## config.mk

```make
export PLATFORM = sky130hd
export DESIGN_NAME = mat_host_port_flat
export DESIGN_NICKNAME = d
export VERILOG_FILES = /design/src/rtl/mat_host_port_pkg.sv /design/src/rtl/mat_host_port_if.sv /design/src/rtl/mat_host_port_packer.sv /design/src/rtl/mat_host_port.sv /design/src/flat_wrapper.sv
export SDC_FILE = /design/constraint.sdc
export NUM_CORES = 2
export LEC_CHECK = 0
export ABC_AREA = 1
export CAP_MARGIN = 0
export CORE_AREA = 2 2 479 481
export CTS_CLUSTER_DIAMETER = 50
export DETAILED_ROUTE_END_ITERATION = 7
export DIE_AREA = 0 0 481 483
export MAX_ROUTING_LAYER = met4
export PLACE_DENSITY = 0.31
export SKIP_CTS_REPAIR_TIMING = 1
export SYNTH_ARGS = -nofsm -noshare
export SYNTH_HDL_FRONTEND = slang
export SYNTH_SLANG_ARGS = --single-unit
```

## constraint.sdc

```tcl
create_clock -name clock -period 3 [get_ports clock]
set_input_delay 0.3 -clock clock [delete_from_list [all_inputs] [get_ports clock]]
set_output_delay 0.3 -clock clock [all_outputs]
set_load 0.02 [all_outputs]
```

## src/rtl/mat_host_port_pkg.sv

```systemverilog
// Shared types for the matrix core host port.
// Scalars travel as raw 32-bit single-precision bit patterns.
package mat_host_port_pkg;

    typedef logic [31:0] mat_scalar_t;

    typedef enum logic [1:0] {
        MAT_DM_WRITE_NONE = 2'd0,
        MAT_DM_WRITE_ROW  = 2'd1,
        MAT_DM_WRITE_ELEM = 2'd2
    } MatDataMemWriteOp_t;

    typedef enum logic [2:0] {
        MAT_HP_IDLE   = 3'd0,
        MAT_HP_LOAD   = 3'd1,
        MAT_HP_RUN    = 3'd2,
        MAT_HP_DRAIN  = 3'd3,
        MAT_HP_FINISH = 3'd4
    } MatHostPortState_t;

    localparam int MAT_HOST_PORT_CTRL_RESET_CYCLES = 1;
    localparam int MAT_HOST_PORT_RST_CW =
        $clog2(MAT_HOST_PORT_CTRL_RESET_CYCLES + 1);

endpackage

```

## src/rtl/mat_host_port_if.sv

```systemverilog
// Host stream, control and data-memory signals of the host port.
// slave is the port itself; master is the surrounding system.
interface mat_host_port_if
    import mat_host_port_pkg::*;
#(
    parameter int WIDTH              = 16,
    parameter int DATA_MEM_ADDR_SIZE = 32
) ();

    logic                          start;
    logic [DATA_MEM_ADDR_SIZE-1:0] load_rows;
    logic [DATA_MEM_ADDR_SIZE-1:0] drain_rows;

    logic                          in_valid;
    logic                          in_ready;
    mat_scalar_t                   in_data;

    logic                          out_valid;
    logic                          out_ready;
    mat_scalar_t                   out_data;
    logic                          out_last;

    logic                          ctrl_reset;
    logic                          ctrl_done;

    logic [DATA_MEM_ADDR_SIZE-1:0] data_mem_read_addr;
    mat_scalar_t [WIDTH-1:0]       data_mem_data_out;
    MatDataMemWriteOp_t            data_mem_write_op;
    logic [DATA_MEM_ADDR_SIZE-1:0] data_mem_write_addr;
    mat_scalar_t [WIDTH-1:0]       data_mem_data_in;

    logic                          busy;
    logic                          finished;

    modport slave (
        input  start, load_rows, drain_rows,
        input  in_valid, in_data, out_ready,
        input  ctrl_done, data_mem_data_out,
        output in_ready, out_valid, out_data, out_last,
        output ctrl_reset, data_mem_read_addr,
        output data_mem_write_op, data_mem_write_addr,
        output data_mem_data_in, busy, finished
    );

    modport master (
        output start, load_rows, drain_rows,
        output in_valid, in_data, out_ready,
        output ctrl_done, data_mem_data_out,
        input  in_ready, out_valid, out_data, out_last,
        input  ctrl_reset, data_mem_read_addr,
        input  data_mem_write_op, data_mem_write_addr,
        input  data_mem_data_in, busy, finished
    );

endinterface

```

## src/rtl/mat_host_port_packer.sv

```systemverilog
// Row packer: gathers WIDTH scalars into one data-memory row.
// The last scalar is passed through live so the row write lands on its beat.
module mat_host_port_packer
    import mat_host_port_pkg::*;
#(
    parameter int WIDTH = 16,
    parameter int CW    = $clog2(WIDTH)
) (
    input  logic                    clock,
    input  logic                    reset,
    input  logic                    i_clear,
    input  logic                    i_beat,
    input  mat_scalar_t             i_data,
    output logic                    o_row_done,
    output mat_scalar_t [WIDTH-1:0] o_row
);

    localparam logic [CW-1:0] LAST_COL = CW'(WIDTH - 1);

    logic [CW-1:0]           r_col;
    mat_scalar_t [WIDTH-2:0] r_buf;

    always_ff @(posedge clock) begin
        if (reset) begin
            r_col <= '0;
            r_buf <= '0;
        end else begin
            if (i_clear)
                r_col <= '0;
            else if (i_beat)
                r_col <= (r_col == LAST_COL) ? '0 : r_col + 1'b1;
            for (int i = 0; i < WIDTH - 1; i++) begin
                if (i_beat && r_col == CW'(i))
                    r_buf[i] <= i_data;
            end
        end
    end

    assign o_row_done = i_beat && (r_col == LAST_COL);
    assign o_row      = {i_data, r_buf};

endmodule

```

## src/rtl/mat_host_port.sv

```systemverilog
// Host streaming port for the matrix core: load rows, run MatControl,
// then drain rows back out as a scalar stream.
module mat_host_port
    import mat_host_port_pkg::*;
#(
    parameter int WIDTH              = 16,
    parameter int DATA_MEM_ADDR_SIZE = 32,
    parameter int WIDTH_ADDR_SIZE    = $clog2(WIDTH)
) (
    input  logic          clock,
    input  logic          reset,
    mat_host_port_if.slave bus
);

    localparam int AW  = DATA_MEM_ADDR_SIZE;
    localparam int CW  = WIDTH_ADDR_SIZE;
    localparam int RCW = MAT_HOST_PORT_RST_CW;
    localparam logic [CW-1:0]  LAST_COL = CW'(WIDTH - 1);
    localparam logic [RCW-1:0] RST_CYC  =
        RCW'(MAT_HOST_PORT_CTRL_RESET_CYCLES);

    MatHostPortState_t       r_state;
    MatHostPortState_t       w_state_nx;
    logic [AW-1:0]           r_row;
    logic [AW-1:0]           r_load_rows;
    logic [AW-1:0]           r_drain_rows;
    logic [CW-1:0]           r_col;
    logic [RCW-1:0]          r_rst_cnt;
    logic                    w_load_act;
    logic                    w_beat;
    logic                    w_fire;
    logic                    w_last;
    logic                    w_armed;
    logic                    w_enter;
    logic                    w_row_done;
    mat_scalar_t [WIDTH-1:0] w_row_data;

    // Reset also blocks acceptance so an aborted row never reaches memory
    assign w_load_act = (r_state == MAT_HP_LOAD) && !reset;
    assign w_beat     = bus.in_valid && w_load_act;
    assign w_fire     = (r_state == MAT_HP_DRAIN) && bus.out_ready;
    assign w_last     = (r_state == MAT_HP_DRAIN) &&
                        (r_col == LAST_COL) &&
                        (r_row == r_drain_rows - 1'b1);
    assign w_armed    = (r_rst_cnt == RST_CYC);
    assign w_enter    = (w_state_nx != r_state);

    mat_host_port_packer #(
        .WIDTH (WIDTH),
        .CW    (CW)
    ) u_packer (
        .clock      (clock),
        .reset      (reset),
        .i_clear    (w_enter),
        .i_beat     (w_beat),
        .i_data     (bus.in_data),
        .o_row_done (w_row_done),
        .o_row      (w_row_data)
    );

    always_ff @(posedge clock) begin
        if (reset) begin
            r_state      <= MAT_HP_IDLE;
            r_row        <= '0;
            r_col        <= '0;
            r_rst_cnt    <= '0;
            r_load_rows  <= '0;
            r_drain_rows <= '0;
        end else begin
            r_state <= w_state_nx;
            if (r_state == MAT_HP_IDLE && bus.start) begin
                r_load_rows  <= bus.load_rows;
                r_drain_rows <= bus.drain_rows;
            end
            if (w_enter) begin
                r_row     <= '0;
                r_col     <= '0;
                r_rst_cnt <= '0;
            end else begin
                if (w_row_done)
                    r_row <= r_row + 1'b1;
                if (w_fire) begin
                    if (r_col == LAST_COL) begin
                        r_col <= '0;
                        r_row <= r_row + 1'b1;
                    end else begin
                        r_col <= r_col + 1'b1;
                    end
                end
                if (r_state == MAT_HP_RUN && !w_armed)
                    r_rst_cnt <= r_rst_cnt + 1'b1;
            end
        end
    end

    always_comb begin
        w_state_nx            = r_state;
        bus.in_ready          = w_load_act;
        bus.out_valid         = 1'b0;
        bus.out_last          = 1'b0;
        bus.ctrl_reset        = 1'b1;
        bus.busy              = 1'b1;
        bus.finished          = 1'b0;
        bus.data_mem_write_op = w_row_done ? MAT_DM_WRITE_ROW
                                           : MAT_DM_WRITE_NONE;
        unique case (r_state)
            MAT_HP_IDLE: begin
                bus.busy = 1'b0;
                if (bus.start)
                    w_state_nx = (bus.load_rows == '0) ? MAT_HP_RUN
                                                       : MAT_HP_LOAD;
            end
            MAT_HP_LOAD: begin
                if (w_row_done && r_row == r_load_rows - 1'b1)
                    w_state_nx = MAT_HP_RUN;
            end
            MAT_HP_RUN: begin
                // A stale done is ignored until the forced reset has elapsed
                bus.ctrl_reset = !w_armed;
                if (w_armed && bus.ctrl_done)
                    w_state_nx = (r_drain_rows == '0) ? MAT_HP_FINISH
                                                      : MAT_HP_DRAIN;
            end
            MAT_HP_DRAIN: begin
                bus.ctrl_reset = 1'b0;
                bus.out_valid  = 1'b1;
                bus.out_last   = w_last;
                if (w_fire && w_last)
                    w_state_nx = MAT_HP_FINISH;
            end
            MAT_HP_FINISH: begin
                bus.finished = 1'b1;
                w_state_nx   = MAT_HP_IDLE;
            end
            default: begin
                w_state_nx = MAT_HP_IDLE;
            end
        endcase
    end

    assign bus.data_mem_read_addr  = r_row;
    assign bus.data_mem_write_addr = r_row;
    assign bus.data_mem_data_in    = w_row_data;
    assign bus.out_data            = bus.data_mem_data_out[r_col];

endmodule

```

## src/flat_wrapper.sv

```systemverilog
// flat-port wrapper written by rule: the top's interface ports become plain ports
module mat_host_port_flat import mat_host_port_pkg::*;
#(
    parameter int WIDTH              = 16,
    parameter int DATA_MEM_ADDR_SIZE = 32,
    parameter int WIDTH_ADDR_SIZE    = $clog2(WIDTH)
)
  (clock, reset, bus_start, bus_load_rows, bus_drain_rows, bus_in_valid, bus_in_data, bus_out_ready, bus_ctrl_done, bus_data_mem_data_out, bus_in_ready, bus_out_valid, bus_out_data, bus_out_last, bus_ctrl_reset, bus_data_mem_read_addr, bus_data_mem_write_op, bus_data_mem_write_addr, bus_data_mem_data_in, bus_busy, bus_finished);
  mat_host_port_if #(.WIDTH(WIDTH), .DATA_MEM_ADDR_SIZE(DATA_MEM_ADDR_SIZE)) bus_i ();
  input  logic clock;
  input  logic reset;
  input wire logic [$bits(bus_i.start)-1:0] bus_start;
  input wire logic [$bits(bus_i.load_rows)-1:0] bus_load_rows;
  input wire logic [$bits(bus_i.drain_rows)-1:0] bus_drain_rows;
  input wire logic [$bits(bus_i.in_valid)-1:0] bus_in_valid;
  input wire logic [$bits(bus_i.in_data)-1:0] bus_in_data;
  input wire logic [$bits(bus_i.out_ready)-1:0] bus_out_ready;
  input wire logic [$bits(bus_i.ctrl_done)-1:0] bus_ctrl_done;
  input wire logic [$bits(bus_i.data_mem_data_out)-1:0] bus_data_mem_data_out;
  output wire logic [$bits(bus_i.in_ready)-1:0] bus_in_ready;
  output wire logic [$bits(bus_i.out_valid)-1:0] bus_out_valid;
  output wire logic [$bits(bus_i.out_data)-1:0] bus_out_data;
  output wire logic [$bits(bus_i.out_last)-1:0] bus_out_last;
  output wire logic [$bits(bus_i.ctrl_reset)-1:0] bus_ctrl_reset;
  output wire logic [$bits(bus_i.data_mem_read_addr)-1:0] bus_data_mem_read_addr;
  output wire logic [$bits(bus_i.data_mem_write_op)-1:0] bus_data_mem_write_op;
  output wire logic [$bits(bus_i.data_mem_write_addr)-1:0] bus_data_mem_write_addr;
  output wire logic [$bits(bus_i.data_mem_data_in)-1:0] bus_data_mem_data_in;
  output wire logic [$bits(bus_i.busy)-1:0] bus_busy;
  output wire logic [$bits(bus_i.finished)-1:0] bus_finished;
  assign bus_i.start = bus_start;
  assign bus_i.load_rows = bus_load_rows;
  assign bus_i.drain_rows = bus_drain_rows;
  assign bus_i.in_valid = bus_in_valid;
  assign bus_i.in_data = bus_in_data;
  assign bus_i.out_ready = bus_out_ready;
  assign bus_i.ctrl_done = bus_ctrl_done;
  assign bus_i.data_mem_data_out = bus_data_mem_data_out;
  assign bus_in_ready = bus_i.in_ready;
  assign bus_out_valid = bus_i.out_valid;
  assign bus_out_data = bus_i.out_data;
  assign bus_out_last = bus_i.out_last;
  assign bus_ctrl_reset = bus_i.ctrl_reset;
  assign bus_data_mem_read_addr = bus_i.data_mem_read_addr;
  assign bus_data_mem_write_op = bus_i.data_mem_write_op;
  assign bus_data_mem_write_addr = bus_i.data_mem_write_addr;
  assign bus_data_mem_data_in = bus_i.data_mem_data_in;
  assign bus_busy = bus_i.busy;
  assign bus_finished = bus_i.finished;
  mat_host_port #(.WIDTH(WIDTH), .DATA_MEM_ADDR_SIZE(DATA_MEM_ADDR_SIZE), .WIDTH_ADDR_SIZE(WIDTH_ADDR_SIZE)) u_core (.clock(clock), .reset(reset), .bus(bus_i));
endmodule
```

# --- Yosys cells after proc, flatten, opt, wreduce, memory -nomap -nowiden ---
# Cells that the tools add are included.
totals:
  ff_bits: 588
  input_bits: 614
  out_inout_bits: 616
  elab_cells: 105
op_classes:
  addsub: 6
  magnitude_cmp: 1
  n_eq_ne: 23
  muxes: 20
  n_reduce_logical: 33
op_table:
  columns: ["operator", "n"]
  rows:
  - ["32-bit binary-select mux with 4-bit select", 1]
  - ["32-bit 2-to-1 mux", 4]
  - ["32-bit == test", 2]
  - ["32-bit zero test", 2]
  - ["32-bit by 1-bit subtractor with 32-bit output, second input constant", 2]
  - ["4-bit == test, second input constant", 9]
  - ["32-bit by 1-bit adder with 32-bit output, second input constant", 1]
  - ["1-bit logical AND", 26]
  - ["4-bit by 3-bit == test with 1-bit output, second input constant", 4]
  - ["3-bit 2-to-1 mux", 5]
  - ["3-bit one-hot mux with 4 select lines", 1]
  - ["4-bit by 1-bit adder with 4-bit output, second input constant", 2]
  - ["4-bit by 2-bit == test with 1-bit output, second input constant", 2]
  - ["4-bit 2-to-1 mux", 2]
  - ["3-bit by 2-bit == test with 1-bit output, second input constant", 2]
  - ["4-bit by 5-bit less-than comparator with 1-bit output, second input constant", 1]
  - ["1-bit 2-to-1 mux", 5]
  - ["4-bit by 1-bit == test with 1-bit output, second input constant", 1]
  - ["4-bit zero test", 1]
  - ["3-bit by 1-bit == test with 1-bit output, second input constant", 1]
  - ["3-bit == test, second input constant", 1]
  - ["3-bit zero test", 1]
  - ["3-bit inequality test", 1]
  - ["1-bit zero test", 2]
  - ["other kinds (4)", 4]

# --- Depth between registers and ports, before layout ---
logic_depth:
  ltp_word: 9
  ltp_mapped: 21

# --- By module ---
# A second synthesis with hierarchy kept.
unflattened:
  cells_unflattened: 4691
  hier_area_um2: 30762.0
by_module_without_submodules:
  columns: ["mod", "n_inst", "cells_per_inst", "area_per_inst_um2", "seq_area_each_um2"]
  rows:
  - ["mat_host_port_packer", 1, 2747, 18974.4, 9689.3]
  - ["mat_host_port", 1, 1944, 11787.6, 2082.0]

# --- Worst setup path after synthesis ---
# Ideal clock, no wire load.
synth_timing:
  path_type: "register -> output"
  startpoint: "register u_core.r_drain_rows[0]"
  endpoint: "output port bus_out_last"
  t_arrival_ns: 2.151
  required_time_ns: 2.700
  setup_slack_ns: 0.549
  stages_incl_launch_ff: 11
  n_path_buf: 0
  path_cell_list: "dfxtp_1 > inv_1 > ha_1 > nand2_2 > nor2_4 > nand2_4 > o21ai_0 > nand2_1 > nor2_1 > nand3b_1 > nor4_1"
synth_between:
  elab_chain_len: 4
synth_lines:
  columns: ["element", "line_no", "text"]
  rows:
  - ["from (decl)", "mat_host_port.sv:26", "logic [AW-1:0] r_drain_rows;"]
  - ["from (signal assigned)", "mat_host_port.sv:73", "r_drain_rows <= bus.drain_rows;"]
  - ["32-bit by 1-bit subtractor with 32-bit output", "mat_host_port.sv:44", "(r_row == r_drain_rows - 1'b1);"]
  - ["32-bit == test", "mat_host_port.sv:44", null]
  - ["1-bit logical AND", "mat_host_port.sv:43", "(r_col == LAST_COL) &&"]
  - ["1-bit 2-to-1 mux", "mat_host_port.sv:106", "unique case (r_state)"]
  - ["to (decl)", "flat_wrapper.sv:23", "output wire logic [$bits(bus_i.out_last)-1:0] bus_out_last;"]
# No other way between the ends.

# --- Worst setup path in the final report ---
layout_timing:
  startpoint: "register u_core.r_col[0]"
  endpoint: "output port bus_out_data[8]"
layout_between:
  elab_chain_len: 2
layout_lines:
  columns: ["element", "line_no", "text"]
  rows:
  - ["from (decl)", "mat_host_port.sv:27", "logic [CW-1:0] r_col;"]
  - ["from (signal assigned)", "mat_host_port.sv:87", "r_col <= r_col + 1'b1;"]
  - ["32-bit binary-select mux with 4-bit select", "mat_host_port.sv:144", "assign bus.out_data = bus.data_mem_data_out[r_col];"]
  - ["32-bit 2-to-1 mux (implied by the code)", "mat_host_port.sv:144", null]
  - ["to (decl)", "flat_wrapper.sv:22", "output wire logic [$bits(bus_i.out_data)-1:0] bus_out_data;"]
# No other way between the ends. The select of a mux whose other input is x is not followed.

==> results.py <==
metrics = {
    "status": {
        "status": "finished, violations left",
        "failed_checks": "setup timing",
    },
    "final_layout": {
        "nFillCells": 25077,
        "post-route-util": 0.2255,
        "layout.nets": 5624,
        "syn_to_final_growth_pct": 82.19,
        "fin_area_um2": 51140,
        "regArea_um2": 11790,
        "multi_input_area_um2": 14820,
        "drive_gt1_frac": 0.1533,
    },
    "detailed_routing": {
        "drtAntennaViolNets": 0,
        "drt_first_pass_iters": 5,
        "vias": 31903,
        "vias_per_cell": 3.922,
        "drt-total-wl_mm": 219.7,
        "drc": 0,
        "initialDrtViolationCount": 1764,
        "post_drt_wl_per_cell_um": 27.01,
    },
    "timing": {
        "tightest_slew_ns": 0.8363,
        "setup_slack_ns": -0.3372,
        "rsz0062_at_grt": "true",
        "slew_viol_final": 0,
        "clock_skew_ns": 0.1311,
        "timing.fmax_mhz": 299.7,
        "layout_min_cycle_time_ns": 3.337,
        "finalSetupViolCount": 22,
        "holdWs_ns": 0.2155,
        "period_share": 1.112,
        "hold_viol": 0,
        "slew_headroom": 0.4390,
    },
    "synth": {
        "ys_async_sr_fraction": 0,
        "synth_flop_cell": "dfxtp_1",
        "synth_mux_area_frac": 0.01961,
        "ys_seq_area_frac": 0.4193,
        "synth_xor_area_frac": 0.03731,
        "post-synth-top-area-cell": "dfxtp_1",
        "synth_area_um2": 28070,
        "synth_simple_gate_area_frac": 0.1663,
        "synth_edf_count": 0,
        "yosysWarnings": 0,
        "syn_area_per_cell_um2": 7.498,
        "yosys.cell_types.count": 51,
        "ys_ff_latch": 588,
        "synth.net_count": 4366,
        "synth_compound_area_frac": 0.2636,
        "synth_fa_ha_area_frac": 0.003566,
        "yosys.area.top_type_share": 0.4193,
        "syn_inst": 3744,
        "synth_top_family_by_area": "compound AO/OA/AOI/OAI gates",
        "synth.area.top_cells": "dfxtp_1, o21ai_0, a21oi_1",
    },
    "grt": {
        "grt_max_degree": 94,
        "first_global_vias": 31879,
        "grt_antenna_before_repair": 46,
        "grt_pass1_wl_mm": 284.4,
        "grt_use_total": 0.1820,
        "grt-ovfl-total": 0,
    },
    "worst_setup_path": {
        "endpoint_kind": "output port",
        "critPathLaunchType": "flop",
        "path_class": "flop to output port",
        "cp_max_fo": 12,
        "cp.arrival_ns": 3.04,
        "required_ns": 2.70,
        "r2r_setup_slack_ns": 0.10,
    },
    "floorplanning": {
        "die_w_um": 481,
        "fp.coreArea_um2": 226800,
        "die_h_um": 483,
        "die_area_um2": 232300,
        "pin_count": 1230,
        "row_count": 175,
        "start_util": 0.1237,
    },
    "cts": {
        "cts_tree": "done",
        "insertion_delay_ns": 0.80,
        "clockBufferDepth": 3,
        "cts.sinks": 588,
        "root_buffer": "clkbuf_16",
        "clkSlewWorstSetupHoldPaths_ns": 0.05,
        "cts_buffers": 108,
        "h-tree-depth": 3,
    },
    "power_and_ir_drop": {
        "power_per_cell_area_nw_per_um2": 484.5,
        "power_mw": 24.78,
        "leakagePower_nw": 18.77,
        "ir_drop_mv": 0.5400,
    },
    "flow_run": {
        "drv_cap": 0,
    },
    "placed_design": {
        "port_buffers": 1228,
        "place_area_um2": 45340,
        "gp_congestion": 0.8746,
        "dpl.hpwl_mm": 168.8,
    },
    "min_path": {
        "holdCritPathClass": "input port to flop",
    },
}
[cells in the mapped netlist, drive strengths merged, types with 4 or more instances]
library cell  instances
o21bai                4
o32ai                74
nand3b                9
clkbuf              290
dfxtp               588
mux2i                55
nand2               300
buf                  90
a211oi               32
or2                   4
nor4                  8
nand3               109
ha                    8
o211ai               10
inv                 201
a21oi               522
clkinv                4
xor2                 84
o221ai               54
o21ai               662
nor3                 17
nand4                19
nor2                560
xnor2                33
[cell type report]
class | count | share of cell area
Antenna cell | 32 | 0.001566
Timing Repair Buffer | 1527 | 0.3112
Tap cell | 3009 | 0.07362
Multi-Input combinational cell | 2572 | 0.2897
Sequential cell | 588 | 0.2305
Clock buffer | 130 | 0.05781
Clock inverter | 72 | 0.02009
Inverter | 205 | 0.01551
[logic make-up (layout without fill, tap and decap cells)]
kind of cell | count (synthesis) | after routing
AO/OA/AOI/OAI | 1359 | 1359
XOR/XNOR | 118 | 118
adder cells (fa/ha/maj) | 8 | 8
buffers and inverters | 585 | 1934
flip-flops | 588 | 588
multiplexers | 55 | 55
other | 1 | 33
AND/OR/NAND/NOR | 1030 | 1031
[worst max-delay path, stage by stage, from the launching register on]
cell	delay, ns
dfxtp_4	0.38
clkbuf_16	0.17
buf_16	0.15
o21ai_1	0.14
buf_4	0.16
o32ai_2	0.12
o211ai_1	0.58
buf_4	0.23
nand3_1	0.06
buf_4	0.18
buf_12	0.14
[layer usage]
metal	routed length, um	global-route usage	vias up
li1	-	-	15354
met1	93490	0.2172	15243
met2	102400	0.2917	1116
met3	20740	0.07156	190
met4	3122	0.02908	0
met5	0	-	-
[through the flow]
step                      cells  TNS, ns  setup slack (ns)
after floorplan            3744        0            0.5485
after global placement     7866   -1.285           -0.2484
after detailed placement   7866   -1.304           -0.2291
after CTS                  8068   -23.34            -1.041
after global routing       8126   -8.654           -0.4421
final                      8135   -2.431           -0.3372
[worst paths after layout]
check | from | end | cells past startpoint
worst max-delay path | u_core.r_col[0]$_SDFFE_PP0P_ | bus_out_data[8] | 10
worst min-delay path | bus_drain_rows[21] | u_core.r_drain_rows[21]$_SDFFE_PP0P_ | 3
worst max register to register | u_core.r_drain_rows[28]$_SDFFE_PP0P_ | u_core.u_packer.r_col[1]$_SDFFE_PP0P_ | 16
worst min register to register | u_core.r_drain_rows[13]$_SDFFE_PP0P_ | u_core.r_drain_rows[13]$_SDFFE_PP0P_ | 2
[sequential cells by signal (all words and copies together), names as in the netlist]
signal,flops
u_core.r_drain_rows,32
u_core.u_packer.r_col,4
u_core.r_rst_cnt,1
u_core.bus.data_mem_read_addr,32
u_core.r_col,4
u_core.r_load_rows,32
u_core.r_state,3
u_core.u_packer.o_row,480
[report_power, final]
| group | total (mW) | internal [mW] | switching, mW |
|---|---|---|---|
| registers | 8.04 | 7.92 | 0.121 |
| clock network | 13.4 | 8.60 | 4.82 |
| logic | 3.31 | 1.55 | 1.76 |
[cells in the final DEF (no fill, tap or decap), types with 34 or more instances in the layout]
master,count
buf_12,78
xor2_1,83
a21oi_1,521
nand3_2,34
buf_4,212
o221ai_1,44
nor2_4,70
dfxtp_1,578
nand3_1,67
nand2_1,278
inv_1,191
clkbuf_16,123
nor2_1,452
nor2_2,38
mux2i_1,52
o21ai_0,638
o32ai_1,40
clkdlybuf4s50_1,1193
(Power assumes the default switching activity.)
